`config.mk`:
```
export PLATFORM = sky130hd
export DESIGN_NAME = ysyx_22040127_writeback_flat
export DESIGN_NICKNAME = d
export VERILOG_FILES = /design/src/rtl/ysyx_22040127_writeback_pkg.sv /design/src/rtl/ysyx_22040127_writeback_if.sv /design/src/rtl/ysyx_22040127_csr_file.sv /design/src/rtl/ysyx_22040127_writeback.sv /design/src/flat_wrapper.sv
export SDC_FILE = /design/constraint.sdc
export NUM_CORES = 1
export LEC_CHECK = 0
export BUFFER_PORTS_ARGS = -buffer_cell sky130_fd_sc_hd__buf_2
export CORE_ASPECT_RATIO = 0.9
export CORE_MARGIN = 2
export CORE_UTILIZATION = 25
export CTS_CLUSTER_DIAMETER = 200
export DETAILED_ROUTE_END_ITERATION = 6
export PLACE_DENSITY = 0.5
export SYNTH_ARGS = -nofsm -noshare
export SYNTH_HDL_FRONTEND = slang
export SYNTH_SLANG_ARGS = --single-unit
export TNS_END_PERCENT = 100
```
`constraint.sdc`:
```
create_clock -name clk -period 2.8 [get_ports clk]
set_clock_uncertainty 0.05 [all_clocks]
set_input_delay 0.56 -clock clk [delete_from_list [all_inputs] [get_ports clk]]
set_output_delay 0.56 -clock clk [all_outputs]
set_load 0.05 [all_outputs]
```
`src/rtl/ysyx_22040127_writeback_pkg.sv`:
```
// Shared definitions for the writeback stage: mem_to_wb bus layout, CSR addresses and op decode.
// Consumed by ysyx_22040127_writeback_if, ysyx_22040127_csr_file and ysyx_22040127_writeback.
package ysyx_22040127_writeback_pkg;

  localparam int XLEN  = 64;
  localparam int PC_W  = 32;
  localparam int BUS_W = 322;

  localparam logic [XLEN-1:0] MSTATUS_RV_DEFAULT = 64'ha00001800;
  localparam logic [XLEN-1:0] MCAUSE_ECALL_M     = 64'd11;

  localparam logic [11:0] CSR_MSTATUS = 12'h300;
  localparam logic [11:0] CSR_MTVEC   = 12'h305;
  localparam logic [11:0] CSR_MEPC    = 12'h341;
  localparam logic [11:0] CSR_MCAUSE  = 12'h342;

  localparam int MIE_BIT  = 3;
  localparam int MPIE_BIT = 7;

  // Field order is MSB first and must match the memory stage's packing exactly.
  typedef struct packed {
    logic             ebreak;
    logic             memwrite;
    logic [XLEN-1:0]  diff_data;
    logic [XLEN-1:0]  diff_addr;
    logic [11:0]      des_csr;
    logic [XLEN-1:0]  src1;
    logic [4:0]       rs1;
    logic             csr_we;
    logic             mret;
    logic             ecall;
    logic             csrrw;
    logic             csrrs;
    logic             csrrc;
    logic             csrrwi;
    logic             csrrsi;
    logic             csrrci;
    logic [PC_W-1:0]  pc;
    logic             reg_wen;
    logic [4:0]       rd;
    logic [XLEN-1:0]  wdata;
  } wb_bus_t;

  typedef enum logic [1:0] {
    CSR_OP_NONE,
    CSR_OP_RW,
    CSR_OP_RS,
    CSR_OP_RC
  } csr_op_e;

  function automatic csr_op_e csr_op_decode(input logic rw, input logic rs, input logic rc);
    if (rw)      return CSR_OP_RW;
    else if (rs) return CSR_OP_RS;
    else if (rc) return CSR_OP_RC;
    else         return CSR_OP_NONE;
  endfunction

endpackage

```
`src/rtl/ysyx_22040127_writeback_if.sv`:
```
// Memory-to-writeback handshake: valid/bus forward, allowin back.
interface ysyx_22040127_writeback_if;
  import ysyx_22040127_writeback_pkg::*;

  logic    mem_to_wb_valid;
  wb_bus_t mem_to_wb_bus;
  logic    wb_allowin;

  modport master (output mem_to_wb_valid, output mem_to_wb_bus, input  wb_allowin);
  modport slave  (input  mem_to_wb_valid, input  mem_to_wb_bus, output wb_allowin);

endinterface

```
`src/rtl/ysyx_22040127_csr_file.sv`:
```
// Machine-mode CSR file (mstatus/mtvec/mepc/mcause): read mux, csr ops, ecall/mret update and redirect.
module ysyx_22040127_csr_file
  import ysyx_22040127_writeback_pkg::*;
#(
  parameter logic [XLEN-1:0] MSTATUS_RV = MSTATUS_RV_DEFAULT
) (
  input  logic             clk,
  input  logic             rst,
  input  logic             i_retire,
  input  logic             i_ecall,
  input  logic             i_mret,
  input  logic             i_csr_we,
  input  csr_op_e          i_op,
  input  logic [11:0]      i_addr,
  input  logic [XLEN-1:0]  i_src,
  input  logic [PC_W-1:0]  i_pc,
  output logic [XLEN-1:0]  o_rdata,
  output logic             o_redirect_valid,
  output logic [PC_W-1:0]  o_redirect_pc
);

  logic [XLEN-1:0] r_mstatus, r_mtvec, r_mepc, r_mcause;
  logic [XLEN-1:0] w_new;
  logic            w_write;

  always_comb begin
    // NOTE: every comb output gets a default first so no path can infer a latch.
    o_rdata = '0;
    unique case (i_addr)
      CSR_MSTATUS: o_rdata = r_mstatus;
      CSR_MTVEC:   o_rdata = r_mtvec;
      CSR_MEPC:    o_rdata = r_mepc;
      CSR_MCAUSE:  o_rdata = r_mcause;
      default:     o_rdata = '0;
    endcase

    w_new = o_rdata;
    unique case (i_op)
      CSR_OP_RW: w_new = i_src;
      CSR_OP_RS: w_new = o_rdata | i_src;
      CSR_OP_RC: w_new = o_rdata & ~i_src;
      default:   w_new = o_rdata;
    endcase
  end

  // Set/clear with a zero source is a pure read and must not touch the CSR.
  assign w_write = i_retire && i_csr_we && (i_op != CSR_OP_NONE) &&
                   !(((i_op == CSR_OP_RS) || (i_op == CSR_OP_RC)) && (i_src == '0));

  always_ff @(posedge clk) begin
    // NOTE: state uses non-blocking assignments so every register samples pre-edge values.
    if (rst) begin
      r_mstatus <= MSTATUS_RV;
      r_mtvec   <= '0;
      r_mepc    <= '0;
      r_mcause  <= '0;
    end else if (i_retire && i_ecall) begin
      r_mepc              <= {{(XLEN-PC_W){1'b0}}, i_pc};
      r_mcause            <= MCAUSE_ECALL_M;
      r_mstatus[MPIE_BIT] <= r_mstatus[MIE_BIT];
      r_mstatus[MIE_BIT]  <= 1'b0;
    end else if (i_retire && i_mret) begin
      r_mstatus[MIE_BIT]  <= r_mstatus[MPIE_BIT];
      r_mstatus[MPIE_BIT] <= 1'b1;
    end else if (w_write) begin
      unique case (i_addr)
        CSR_MSTATUS: r_mstatus <= w_new;
        CSR_MTVEC:   r_mtvec   <= w_new;
        CSR_MEPC:    r_mepc    <= w_new;
        CSR_MCAUSE:  r_mcause  <= w_new;
        default:     ;
      endcase
    end
  end

  assign o_redirect_valid = i_retire && (i_ecall || i_mret);
  assign o_redirect_pc    = !o_redirect_valid ? '0 :
                            i_ecall ? r_mtvec[PC_W-1:0] : r_mepc[PC_W-1:0];

endmodule

```
`src/rtl/ysyx_22040127_writeback.sv`:
```
// Writeback stage: pipeline register, GPR write port, CSR file, ebreak halt and retire counter.
// Optional macro YSYX_22040127_DIFFTEST_EN adds registered difftest commit outputs.
module ysyx_22040127_writeback
  import ysyx_22040127_writeback_pkg::*;
#(
  parameter logic [XLEN-1:0] MSTATUS_RV = MSTATUS_RV_DEFAULT
) (
  input  logic                       clk,
  input  logic                       rst,
  ysyx_22040127_writeback_if.slave   mem_to_wb,
  output logic                       o_rf_we,
  output logic [4:0]                 o_rf_waddr,
  output logic [XLEN-1:0]            o_rf_wdata,
  output logic                       o_redirect_valid,
  output logic [PC_W-1:0]            o_redirect_pc,
  output logic                       o_halt,
  output logic [PC_W-1:0]            o_halt_pc,
  output logic [63:0]                o_retire_cnt
`ifdef YSYX_22040127_DIFFTEST_EN
  ,
  output logic                       o_diff_commit,
  output logic [PC_W-1:0]            o_diff_pc,
  output logic                       o_diff_memwrite,
  output logic [XLEN-1:0]            o_diff_addr,
  output logic [XLEN-1:0]            o_diff_data
`endif
);

  logic            r_wb_valid;
  wb_bus_t         r_bus;
  logic            r_halt;
  logic [PC_W-1:0] r_halt_pc;
  logic [63:0]     r_retire_cnt;

  logic            w_retire;
  logic            w_csr_any;
  logic            w_src_imm;
  logic [XLEN-1:0] w_src;
  logic [XLEN-1:0] w_csr_rdata;
  csr_op_e         w_op;

  assign mem_to_wb.wb_allowin = !r_wb_valid || !r_halt;

  // Reset cancels the in-flight instruction's side effects in the same cycle.
  assign w_retire  = r_wb_valid && !r_halt && !rst;
  assign w_csr_any = r_bus.csrrw  | r_bus.csrrs  | r_bus.csrrc |
                     r_bus.csrrwi | r_bus.csrrsi | r_bus.csrrci;
  assign w_src_imm = r_bus.csrrwi | r_bus.csrrsi | r_bus.csrrci;
  assign w_src     = w_src_imm ? {{(XLEN-5){1'b0}}, r_bus.rs1} : r_bus.src1;
  assign w_op      = csr_op_decode(r_bus.csrrw | r_bus.csrrwi,
                                   r_bus.csrrs | r_bus.csrrsi,
                                   r_bus.csrrc | r_bus.csrrci);

  always_ff @(posedge clk) begin
    if (rst) begin
      // NOTE: the bus register is reset too so rf_waddr/rf_wdata read 0 out of reset.
      r_wb_valid   <= 1'b0;
      r_bus        <= '0;
      r_halt       <= 1'b0;
      r_halt_pc    <= '0;
      r_retire_cnt <= '0;
    end else begin
      if (mem_to_wb.wb_allowin) r_wb_valid <= mem_to_wb.mem_to_wb_valid;
      if (mem_to_wb.wb_allowin && mem_to_wb.mem_to_wb_valid) r_bus <= mem_to_wb.mem_to_wb_bus;
      if (w_retire) r_retire_cnt <= r_retire_cnt + 64'd1;
      if (w_retire && r_bus.ebreak) begin
        r_halt    <= 1'b1;
        r_halt_pc <= r_bus.pc;
      end
    end
  end

  ysyx_22040127_csr_file #(.MSTATUS_RV(MSTATUS_RV)) u_csr_file (
    .clk              (clk),
    .rst              (rst),
    .i_retire         (w_retire),
    .i_ecall          (r_bus.ecall),
    .i_mret           (r_bus.mret),
    .i_csr_we         (r_bus.csr_we),
    .i_op             (w_op),
    .i_addr           (r_bus.des_csr),
    .i_src            (w_src),
    .i_pc             (r_bus.pc),
    .o_rdata          (w_csr_rdata),
    .o_redirect_valid (o_redirect_valid),
    .o_redirect_pc    (o_redirect_pc)
  );

  assign o_rf_we      = w_retire && r_bus.reg_wen && (r_bus.rd != 5'd0);
  assign o_rf_waddr   = r_bus.rd;
  assign o_rf_wdata   = w_csr_any ? w_csr_rdata : r_bus.wdata;
  assign o_halt       = r_halt;
  assign o_halt_pc    = r_halt_pc;
  assign o_retire_cnt = r_retire_cnt;

`ifdef YSYX_22040127_DIFFTEST_EN
  always_ff @(posedge clk) begin
    if (rst) begin
      o_diff_commit   <= 1'b0;
      o_diff_pc       <= '0;
      o_diff_memwrite <= 1'b0;
      o_diff_addr     <= '0;
      o_diff_data     <= '0;
    end else begin
      o_diff_commit   <= w_retire;
      o_diff_pc       <= r_bus.pc;
      o_diff_memwrite <= r_bus.memwrite;
      o_diff_addr     <= r_bus.diff_addr;
      o_diff_data     <= r_bus.diff_data;
    end
  end
`else
  logic w_unused_diff;
  assign w_unused_diff = ^{r_bus.memwrite, r_bus.diff_addr, r_bus.diff_data};
`endif

endmodule
```
`src/flat_wrapper.sv`:
```
// flat-port wrapper written by rule: the top's interface ports become plain ports
module ysyx_22040127_writeback_flat import ysyx_22040127_writeback_pkg::*;
#(
  parameter logic [XLEN-1:0] MSTATUS_RV = MSTATUS_RV_DEFAULT
)
  (clk, rst, o_rf_we, o_rf_waddr, o_rf_wdata, o_redirect_valid, o_redirect_pc, o_halt, o_halt_pc, o_retire_cnt, mem_to_wb_mem_to_wb_valid, mem_to_wb_mem_to_wb_bus, mem_to_wb_wb_allowin);
  ysyx_22040127_writeback_if mem_to_wb_i ();
  input  logic clk;
  input  logic rst;
  output logic o_rf_we;
  output logic [4:0] o_rf_waddr;
  output logic [XLEN-1:0] o_rf_wdata;
  output logic o_redirect_valid;
  output logic [PC_W-1:0] o_redirect_pc;
  output logic o_halt;
  output logic [PC_W-1:0] o_halt_pc;
  output logic [63:0] o_retire_cnt;
  input wire logic [$bits(mem_to_wb_i.mem_to_wb_valid)-1:0] mem_to_wb_mem_to_wb_valid;
  input wire logic [$bits(mem_to_wb_i.mem_to_wb_bus)-1:0] mem_to_wb_mem_to_wb_bus;
  output wire logic [$bits(mem_to_wb_i.wb_allowin)-1:0] mem_to_wb_wb_allowin;
  assign mem_to_wb_i.mem_to_wb_valid = mem_to_wb_mem_to_wb_valid;
  assign mem_to_wb_i.mem_to_wb_bus = mem_to_wb_mem_to_wb_bus;
  assign mem_to_wb_wb_allowin = mem_to_wb_i.wb_allowin;
  ysyx_22040127_writeback #(.MSTATUS_RV(MSTATUS_RV)) u_core (.clk(clk), .rst(rst), .mem_to_wb(mem_to_wb_i), .o_rf_we(o_rf_we), .o_rf_waddr(o_rf_waddr), .o_rf_wdata(o_rf_wdata), .o_redirect_valid(o_redirect_valid), .o_redirect_pc(o_redirect_pc), .o_halt(o_halt), .o_halt_pc(o_halt_pc), .o_retire_cnt(o_retire_cnt));
endmodule
```
==> results by stage, run 1 <==
Run status:
- The run finished, with violations left.
- The final reports fail on setup timing.

Synth:
- The average instance in the mapped netlist occupies around 7.8 µm².
- The total nets after synthesis is ~3800.
- Counting distinct cell types in the post-synthesis netlist gives 62.
- The most frequent cell after synthesis is nand2_1.
- Summing the areas of all and, or, nand and nor instances in the mapped netlist gives about a quarter of the synthesized area.
- During synthesis, Yosys emitted a total of 0 warnings.
- The share of synthesized cell area in full adder, half adder and majority cells is less than 1%.
- In this run, synthesis inferred 0 flip-flops with an integrated enable.
- The post-synthesis cell type with the largest combined area is dfxtp_1.
- The cell area after synthesis is about 27000 µm².
- Summing the areas of all compound-gate instances in the mapped netlist gives 22.72% of the synthesized area.
- The xor-xnor portion of the synthesized cell area is under 10%.
- Among all flip-flop cells after synthesis, the most frequent one is dfxtp_1.
- The post-synthesis instance total is between 3000 and 4000.
- The number of synthesized register bits is roughly 550.
- The top-area cell type share of the netlist area is between 40 and 50%.
- Ranked by total cell area, the synthesized netlist is headed by dfxtp_1 41%, a21oi_1 8.0%, nand2_1 7.8%.
- In the synthesized netlist the async set-or-reset flop fraction comes to 0%.
- The share of the Yosys chip area taken by registers is roughly two fifths.
- By count the netlist is led by 559 x nand2_1, 547 x dfxtp_1, 428 x a21oi_1.
- The multiplexer area fraction after synthesis is under 10%.
- The main combinational cell family by area after synthesis is simple AND/OR/NAND/NOR gates.

Route:
- The number of vias in the routed layout is between 20000 and 30000.
- Dividing the detail-routed via count by the number of cells gives roughly 5.3.
- The first-pass iteration count of the detailed router is 6.
- The total detailed-routing wirelength is 117.6 mm.
- The number of DRC violations after detailed routing is 0.
- The average routed wire per standard cell is 21.77 µm.
- The detailed router finished its first iteration with between 2000 and 3000 violations.
- In this run the remaining antenna-violating nets after routing total 0.

Cells and area:
- Measured on the finished design, the core utilization comes to between 30% and 40%.
- After filler insertion, the fill cell instance count of the layout stands at between 10000 and 15000.
- Once layout is complete, the cells apart from fillers number roughly 5400.
- After the last flow step, the layout net total stands at about 4200.
- The sequential cells in the finished layout cover a total of approximately 11000 µm².
- The area of the multi-input gates is between 15000 and 20000 µm².
- The layout cell share with drive strength beyond 1 is 28.44%.
- The finished cells cover approximately 37000 µm².
- Relative to the synthesized area, the layout overhead comes to 38.45%.

STA:
- The minimum clock period is around 3.6 ns.
- The final number of max-transition violations came to 0.
- In the final timing run, aggregate negative setup slack is -80.82 ns.
- The highest achievable clock rate is ~280 MHz.
- Hold timing on the final database bottoms out at a slack of around 0.1 ns.
- Setup repair after global routing could not meet its margin everywhere.
- The worst setup slack after layout is -0.8329 ns.
- The total setup violations reported at the end of the flow is about 260.
- The share of the clock period used by the worst path after layout is 129.7%.
- The final number of hold-violating endpoints is 0.
- The transition time of the tightest slew-check pin is ~1.2 ns.
- The relative max-transition margin is 17.16%.

Clock network:
- The later pin in the worst-skew pair is clocked with a latency of around 0.64 ns.
- The tree is rooted in a clkbuf_16.
- The maximum buffer depth of the clock tree is 3.
- TritonCTS built the clock tree.
- The CTS H-tree depth is 3.
- The clock slew at the register clock pins of the worst setup and hold paths is 0.06 ns.
- The number of buffers inserted during clock tree synthesis is 67.
- Buffers inserted to repair hold after CTS numbered 0.
- Clock tree synthesis found a total of around 550 sinks.

Setup path:
- The worst setup path endpoint is o_rf_wdata[22].
- The critical path depth in cells is 7.
- The destination of the worst register-to-register timing path is u_core.u_csr_file.r_mstatus[50]$_SDFFE_PP0P_.
- In this run the worst path has a maximum fanout of 45.
- The total buffers and inverters traversed by the critical path is 3.
- The worst flop-to-flop path startpoint is u_core.r_bus[187]$_SDFFE_PP0P_.
- STA puts the critical path data arrival time at 3.02 ns.
- The critical path required time is 2.19 ns.
- The highest cell delay on the worst timing path is roughly 0.65 ns.
- The setup check on the worst reg-to-reg path leaves a slack of -0.54 ns.
- Traced cell by cell, the critical path runs through or4_4 -> buf_12 -> a2111oi_1 -> buf_4 -> nor3_1 -> nor2_4 -> buf_4.
- The endpoint kind of the worst setup timing path is an output port.
- The start point of the critical path is u_core.r_bus[187]$_SDFFE_PP0P_.
- By instance count, the cell type seen most on the critical path is buf_4.
- The cell type of the slowest stage on the worst timing path is or4_4.
- The critical setup path kind is reg -> out.
- STA classifies the critical path startpoint as a flop.
- The critical path's top delay family is simple AND/OR/NAND/NOR gates.
- The number of cells traversed by the worst register-to-register path is 13.

Global route:
- The number of global-route vias before repair is roughly 26000.
- Entering global routing, the biggest net connects between 150 and 200 pins.
- The total global routing track utilization is 20.13%.
- The first global-routing pass estimated approximately 170 mm of wire.
- The initial antenna violation count is 13.
- Summed over all layers, the global routing overflow is 0.

Placement:
- The placed instance count is around 5200.
- The number of buffer cells added on primary ports is 396.
- At the end of routability-driven placement, the weighted congestion stood at slightly above 0.8.
- The HPWL after detailed placement is ~77 mm.
- In this run the cell area measured after placement is roughly 33000 µm².

Die:
- The placement row count is ~110.
- Measured along the x axis, the die boundary spans approximately 350 µm.
- The total die area is approximately 110000 µm².
- The initial core utilization is approximately a quarter.
- The die is between 300 and 400 µm tall.
- The core footprint is ~110000 µm².
- The number of top-level pins is approximately 530.

Pwr:
- VDD sags by at most 0.3987 mV.
- The leakage power is roughly 13 nW.
- The areal power density over the cells is between 500 and 600 nW/µm².

Worst hold path:
- The path class of the tightest hold or removal check is in -> reg.

Flow run:
- The number of maximum-capacitance constraint violations is 0.
-- state kept, by name, summed over array words and instances, names as in the netlist --
name / cells
u_core.u_csr_file.r_mcause: 64
u_core.u_csr_file.r_mtvec: 64
u_core.o_halt: 1
u_core.u_csr_file.r_mstatus: 64
u_core.r_wb_valid: 1
u_core.o_retire_cnt: 64
u_core.r_bus: 188
u_core.o_rf_waddr: 5
u_core.o_halt_pc: 32
u_core.u_csr_file.r_mepc: 64
-- layer usage --
metal  vias to the layer above  wire, µm  track usage (%)
li1                      13450         -                -
met1                     13750     57820            30.64
met2                      1118     48060            28.22
met3                       140      9143            4.413
met4                        14      2468            4.947
met5                         -        82                0
-- worst reg2reg max path: stages (launching register included) --
cell,delay [ns]
dfxtp_4,0.34
or4_4,0.65
nor4b_4,0.30
buf_6,0.21
buf_16,0.16
buf_12,0.15
buf_8,0.14
nand2_4,0.06
a311oi_4,0.39
buf_6,0.22
buf_4,0.14
buf_8,0.13
mux2i_1,0.19
nor2_1,0.06
-- cell families (layout without fill, tap and decap cells) --
family / after synthesis / after routing
AND/OR/NAND/NOR: 1414 / 1415
AO/OA/AOI/OAI: 935 / 935
flip-flops: 547 / 547
buffers and inverters: 401 / 900
multiplexers: 98 / 98
XOR/XNOR: 52 / 52
adder cells (fa/ha/maj): 1 / 1
other: 0 / 4
-- per-stage QoR --
stage / worst slack (ns) / power (mW)
2_1_floorplan: -0.2678 / 10.05
3_3_place_gp: -0.4587 / 11.29
3_5_place_dp: -0.4204 / 11.29
4_1_cts: -0.8061 / 20.16
5_1_grt: -0.8661 / 20.71
6_report: -0.8329 / 20.00
-- final cells by class --
class | instances | area share [%]
sequential | 547 | 29.45
timing repair buffer | 753 | 17.53
antenna | 4 | 0.02687
clock inverter | 23 | 0.5442
inverter | 30 | 0.3023
clock buffer | 94 | 5.150
tap | 1450 | 4.871
multi-input combinational | 2501 | 42.12
-- power by group --
group | leakage, nW | internal [mW] | total (mW) | switching [mW]
Combinational | 7.74 | 1.12 | 3.27 | 2.15
Clock | 1.04 | 4.83 | 8.57 | 3.75
Sequential | 4.45 | 7.95 | 8.15 | 0.198
Total | 13.2 | 13.9 | 20.0 | 6.10
-- worst min path at each step --
stage	start	to	slack, ns	cells past startpoint
final	mem_to_wb_mem_to_wb_bus[63]	u_core.r_bus[63]$_SDFFE_PP0P_	0.1	3
after global routing	mem_to_wb_mem_to_wb_bus[8]	u_core.r_bus[8]$_SDFFE_PP0P_	0.07	3
after CTS	mem_to_wb_mem_to_wb_bus[52]	u_core.r_bus[52]$_SDFFE_PP0P_	0.05	3
after detailed placement	u_core.o_halt_pc[18]$_SDFFE_PP0P_	u_core.o_halt_pc[18]$_SDFFE_PP0P_	0.40	2
after global placement	u_core.o_halt_pc[3]$_SDFFE_PP0P_	u_core.o_halt_pc[3]$_SDFFE_PP0P_	0.39	2
after floorplan	u_core.r_bus[190]$_SDFFE_PP0P_	u_core.r_bus[190]$_SDFFE_PP0P_	0.38	2
-- cells in the final DEF, fill, tap and decap left out, types with 59 or more instances in the layout --
master	instances
dfxtp_1	537
nand2_1	556
nand3_1	59
o31ai_1	118
buf_12	95
nand3b_1	62
clkbuf_16	73
a21oi_1	390
buf_2	311
nor3_1	91
nor2_1	229
nand4_1	175
buf_4	278
mux2i_1	95
-- timing repair --
action | CTS | global route
gates resized for setup | 219 | 94
setup buffers | 37 | 15
endpoints found under the setup margin | 207 | 336
endpoints found under the hold margin | 0 | 0
pin swaps | 46 | 32
gates cloned | 5 | 8
(Power assumes the default switching activity.)
==> inputs of run 2 (changes only) <==
CORE_UTILIZATION = 35   (was 25)
MAX_ROUTING_LAYER = met4   (was default)
PLACE_DENSITY = 0.63   (was 0.5)
==> results by stage, run 2 (same netlist as run 1, synthesis figures left out) <==
Clock network:
- TritonCTS built the clock tree.
- The CTS H-tree depth is 3.
- The clock insertion delay at the later pin of the skew report is 0.62 ns.
- The tree is rooted in a clkbuf_16.
- The count of clock tree sinks is roughly 550.
- The maximum buffer depth of the clock tree is 3.
- After clock tree synthesis, the clock-pin slew on the worst setup and hold paths is around 0.060 ns.
- In this run, CTS created clock tree buffers numbering 66.

Pwr:
- The leakage power is ~13 nW.
- The areal power density over the cells is around 550 nW/µm².
- Net switching is between 20% and 30% of the power.
- The completed layout was analyzed and its total power is around 20 mW.
- The switching power is between 5 and 6 mW.
- The proportion of power drawn by flip-flops and latches is between 40% and 50%.
- Of the total power, the clock network draws approximately 44%.
- VDD sags by at most ~0.6 mV.
- The total internal power is around 14 mW.
- In this run, the combinational gates consume 15.4% of the power.

Route:
- For this run, the detailed router's first-pass iteration total came to 7.
- The average routed wire per standard cell is 20.86 µm.
- Dividing the detail-routed via count by the number of cells gives 5.738.
- The number of DRC violations after detailed routing is 16.
- The final route contains around 29000 vias.
- The total detailed-routing wirelength is between 100 and 150 mm.
- The detailed router finished its first iteration with between 3000 and 4000 violations.
- The number of nets still failing antenna checks after routing is 0.

Worst hold path:
- The path class of the tightest hold or removal check is in -> reg.
- In this run the most critical hold path is launched from mem_to_wb_mem_to_wb_bus[132].
- The number of cells on the worst hold path is 3.
- The end of the worst hold path is u_core.r_bus[132]$_SDFFE_PP0P_.

Global route:
- The total global routing track utilization is ~26%.
- The global-route track usage on met2 is about a third.
- Global routing finished with a remaining overflow of 0.
- Entering global routing, the biggest net connects approximately 190 pins.
- After global routing, the most crowded layer is met1.
- The met1 routing resource usage after global routing is 38.58%.
- The initial antenna violation count is 2.
- The number of global-route vias before repair is roughly 26000.
- The first-pass GRT wire length is around 160 mm.
- Global routing consumed, on the met3 layer, around 5.8% of the routing resources.

Setup path:
- The highest cell delay on the worst timing path is between 0.6 and 0.7 ns.
- The number of buffers and inverters on the critical path is 3.
- STA classifies the critical path startpoint as a flop.
- In this run the register-to-register setup slack is -0.22 ns.
- The critical path required time is 2.19 ns.
- The critical path goes through or4_4 -> buf_12 -> a2111oi_1 -> buf_4 -> nor3_2 -> nor2_2 -> buf_4.
- The worst setup path is captured at an output port.
- On the critical path, the stage with the largest delay is an instance of or4_4.
- The number of cells traversed by the worst register-to-register path is 12.
- The critical path's top delay family is simple AND/OR/NAND/NOR gates.
- The most common cell type on the critical path is buf_4.
- The worst register-to-register path ends at u_core.u_csr_file.r_mstatus[40]$_SDFFE_PP0P_.
- The worst-path maximum fanout is 34.
- The critical path is of the reg -> out type.
- The worst flop-to-flop path startpoint is u_core.r_bus[187]$_SDFFE_PP0P_.
- Data on the critical path arrives at its endpoint at between 2 and 3 ns.

STA:
- The relative max-transition margin is between 10% and 20%.
- Adding up every negative setup slack in the final design gives -48.20 ns.
- The worst setup slack after layout is -0.6798 ns.
- In the finished design, the share of the clock period the worst path needs comes to 124.3%.
- The highest achievable clock rate is 287.4 MHz.
- Setup repair after global routing could not meet its margin everywhere.
- Counting I/O delays and the setup requirement, the final critical path takes approximately 3.5 ns.
- The final number of hold-violating endpoints came to 0.
- The transition time of the tightest slew-check pin is about 1.2 ns.
- The final number of max-transition violations is 0.
- The total setup violations reported at the end of the flow is about 160.

Cells and area:
- The layout cell share with drive strength beyond 1 is 28.28%.
- In the layout the commonest cells are 556 x nand2_1, 542 x dfxtp_1, 396 x a21oi_1.
- From synthesis to final layout, the design area changed by 35.56%.
- The most frequent standard cell in the layout excluding fill and tap cells is nand2_1.
- The register with the most flip-flops in the layout has about 190 of them.
- Summing all non-filler instances in the final layout gives an area of about 36000 µm².
- The register with the most flip-flops in the final layout is u_core.r_bus.
- At the end of the flow, the number of nets in the layout was 4246.

Flow run:
- Max-cap violations in this run came to 0.

Placement:
- During placement, the flow inserted port buffers numbering around 400.
- The HPWL after detailed placement is between 60 and 70 mm.
- The cell area after placement is between 30000 and 40000 µm².
- The last weighted congestion value of the routability-driven placer is ~0.9.

Run status:
- The final reports fail on DRC, setup timing.
- The run finished, with violations left.

Die:
- The total area inside the core boundary comes to approximately 76000 µm².
- The die covers 79100 µm².
- The vertical die dimension is ~270 µm.
- The die boundary width is slightly below 300 µm.
- The number of top-level pins is 526.
- The initial core utilization is around a third.
- The placement row count is 96.
[run 2: cell count changes in the layout (fill, tap and decap cells not counted), sizes merged]
cell      delta
buf         +30
clkbuf      -13
bufinv       +7
bufbuf       -3
diode        -2
clkinv       -1
clkinvlp     -1
inv          +1
or4          -1
[run 2: worst reg2reg max path: stages, from the launching register on]
cell      delay, ns
dfxtp_2        0.32
or4_4          0.66
nor4b_4        0.26
buf_6          0.18
buf_12         0.15
buf_8          0.13
nand2_4        0.05
a311oi_4       0.35
buf_12         0.19
buf_12         0.12
buf_12         0.13
mux2i_2        0.22
nor2_1         0.05
[run 2: timing repair]
| action | 4_1_cts | 5_1_grt |
|---|---|---|
| gates cloned | 4 | 2 |
| gates resized for setup | 200 | 60 |
| hold buffers | 0 | 0 |
| buffers inserted | 20 | 16 |
| pin swaps | 22 | 55 |
| setup endpoints to repair | 184 | 276 |
[run 2: power by group through the flow]
stage | sequential (mW) | clock (mW) | combinational, mW
6_report | 8.12 | 8.98 | 3.12
3_5_place_dp | 8.29 | 0 | 2.85
4_1_cts | 8.11 | 9.15 | 3.07
5_1_grt | 8.14 | 9.45 | 3.30
2_1_floorplan | 8.23 | 0 | 1.83
3_3_place_gp | 8.28 | 0 | 2.83
[run 2: cell type report]
type	count	area, µm²
clock buffers	86	1869
flip-flops and latches	547	10960
repair buffers	775	6417
inverters	30	112.6
clock inverters	29	374.1
fillers	7333	39680
diodes	2	5.005
well taps	1029	1287
multi-input cells	2500	15440
[run 2: how the worst max path moves through the flow]
stage	startpoint	end	slack [ns]	cells past startpoint
floorplan	u_core.r_bus[103]$_SDFFE_PP0P_	o_rf_wdata[33]	-0.27	7
global placement	u_core.r_bus[183]$_SDFFE_PP0P_	o_rf_wdata[0]	-0.38	6
detailed placement	u_core.r_bus[183]$_SDFFE_PP0P_	o_rf_wdata[0]	-0.32	6
CTS	u_core.r_bus[183]$_SDFFE_PP0P_	o_rf_wdata[6]	-0.69	7
global route	u_core.r_bus[190]$_SDFFE_PP0P_	o_rf_wdata[11]	-0.80	9
finish	u_core.r_bus[187]$_SDFFE_PP0P_	o_rf_wdata[9]	-0.68	7
[run 2: metal layers]
metal	vias to the layer above	routed length, µm
met4	0	1936
met2	1383	43040
met3	126	10670
met1	13670	48590
met5	-	0
li1	13500	-
[run 2: through the flow]
step	std cells	utilization [%]	setup WS, ns	hold WS (ns)
6_report	4998	47.89	-0.6798	0.1277
5_1_grt	4998	47.89	-0.7980	0.1149
4_1_cts	4979	47.33	-0.6858	0.08848
3_5_place_dp	4841	43.17	-0.3230	0.3937
3_3_place_gp	4841	43.17	-0.3793	0.3891
2_1_floorplan	3448	-	-0.2678	0.3818
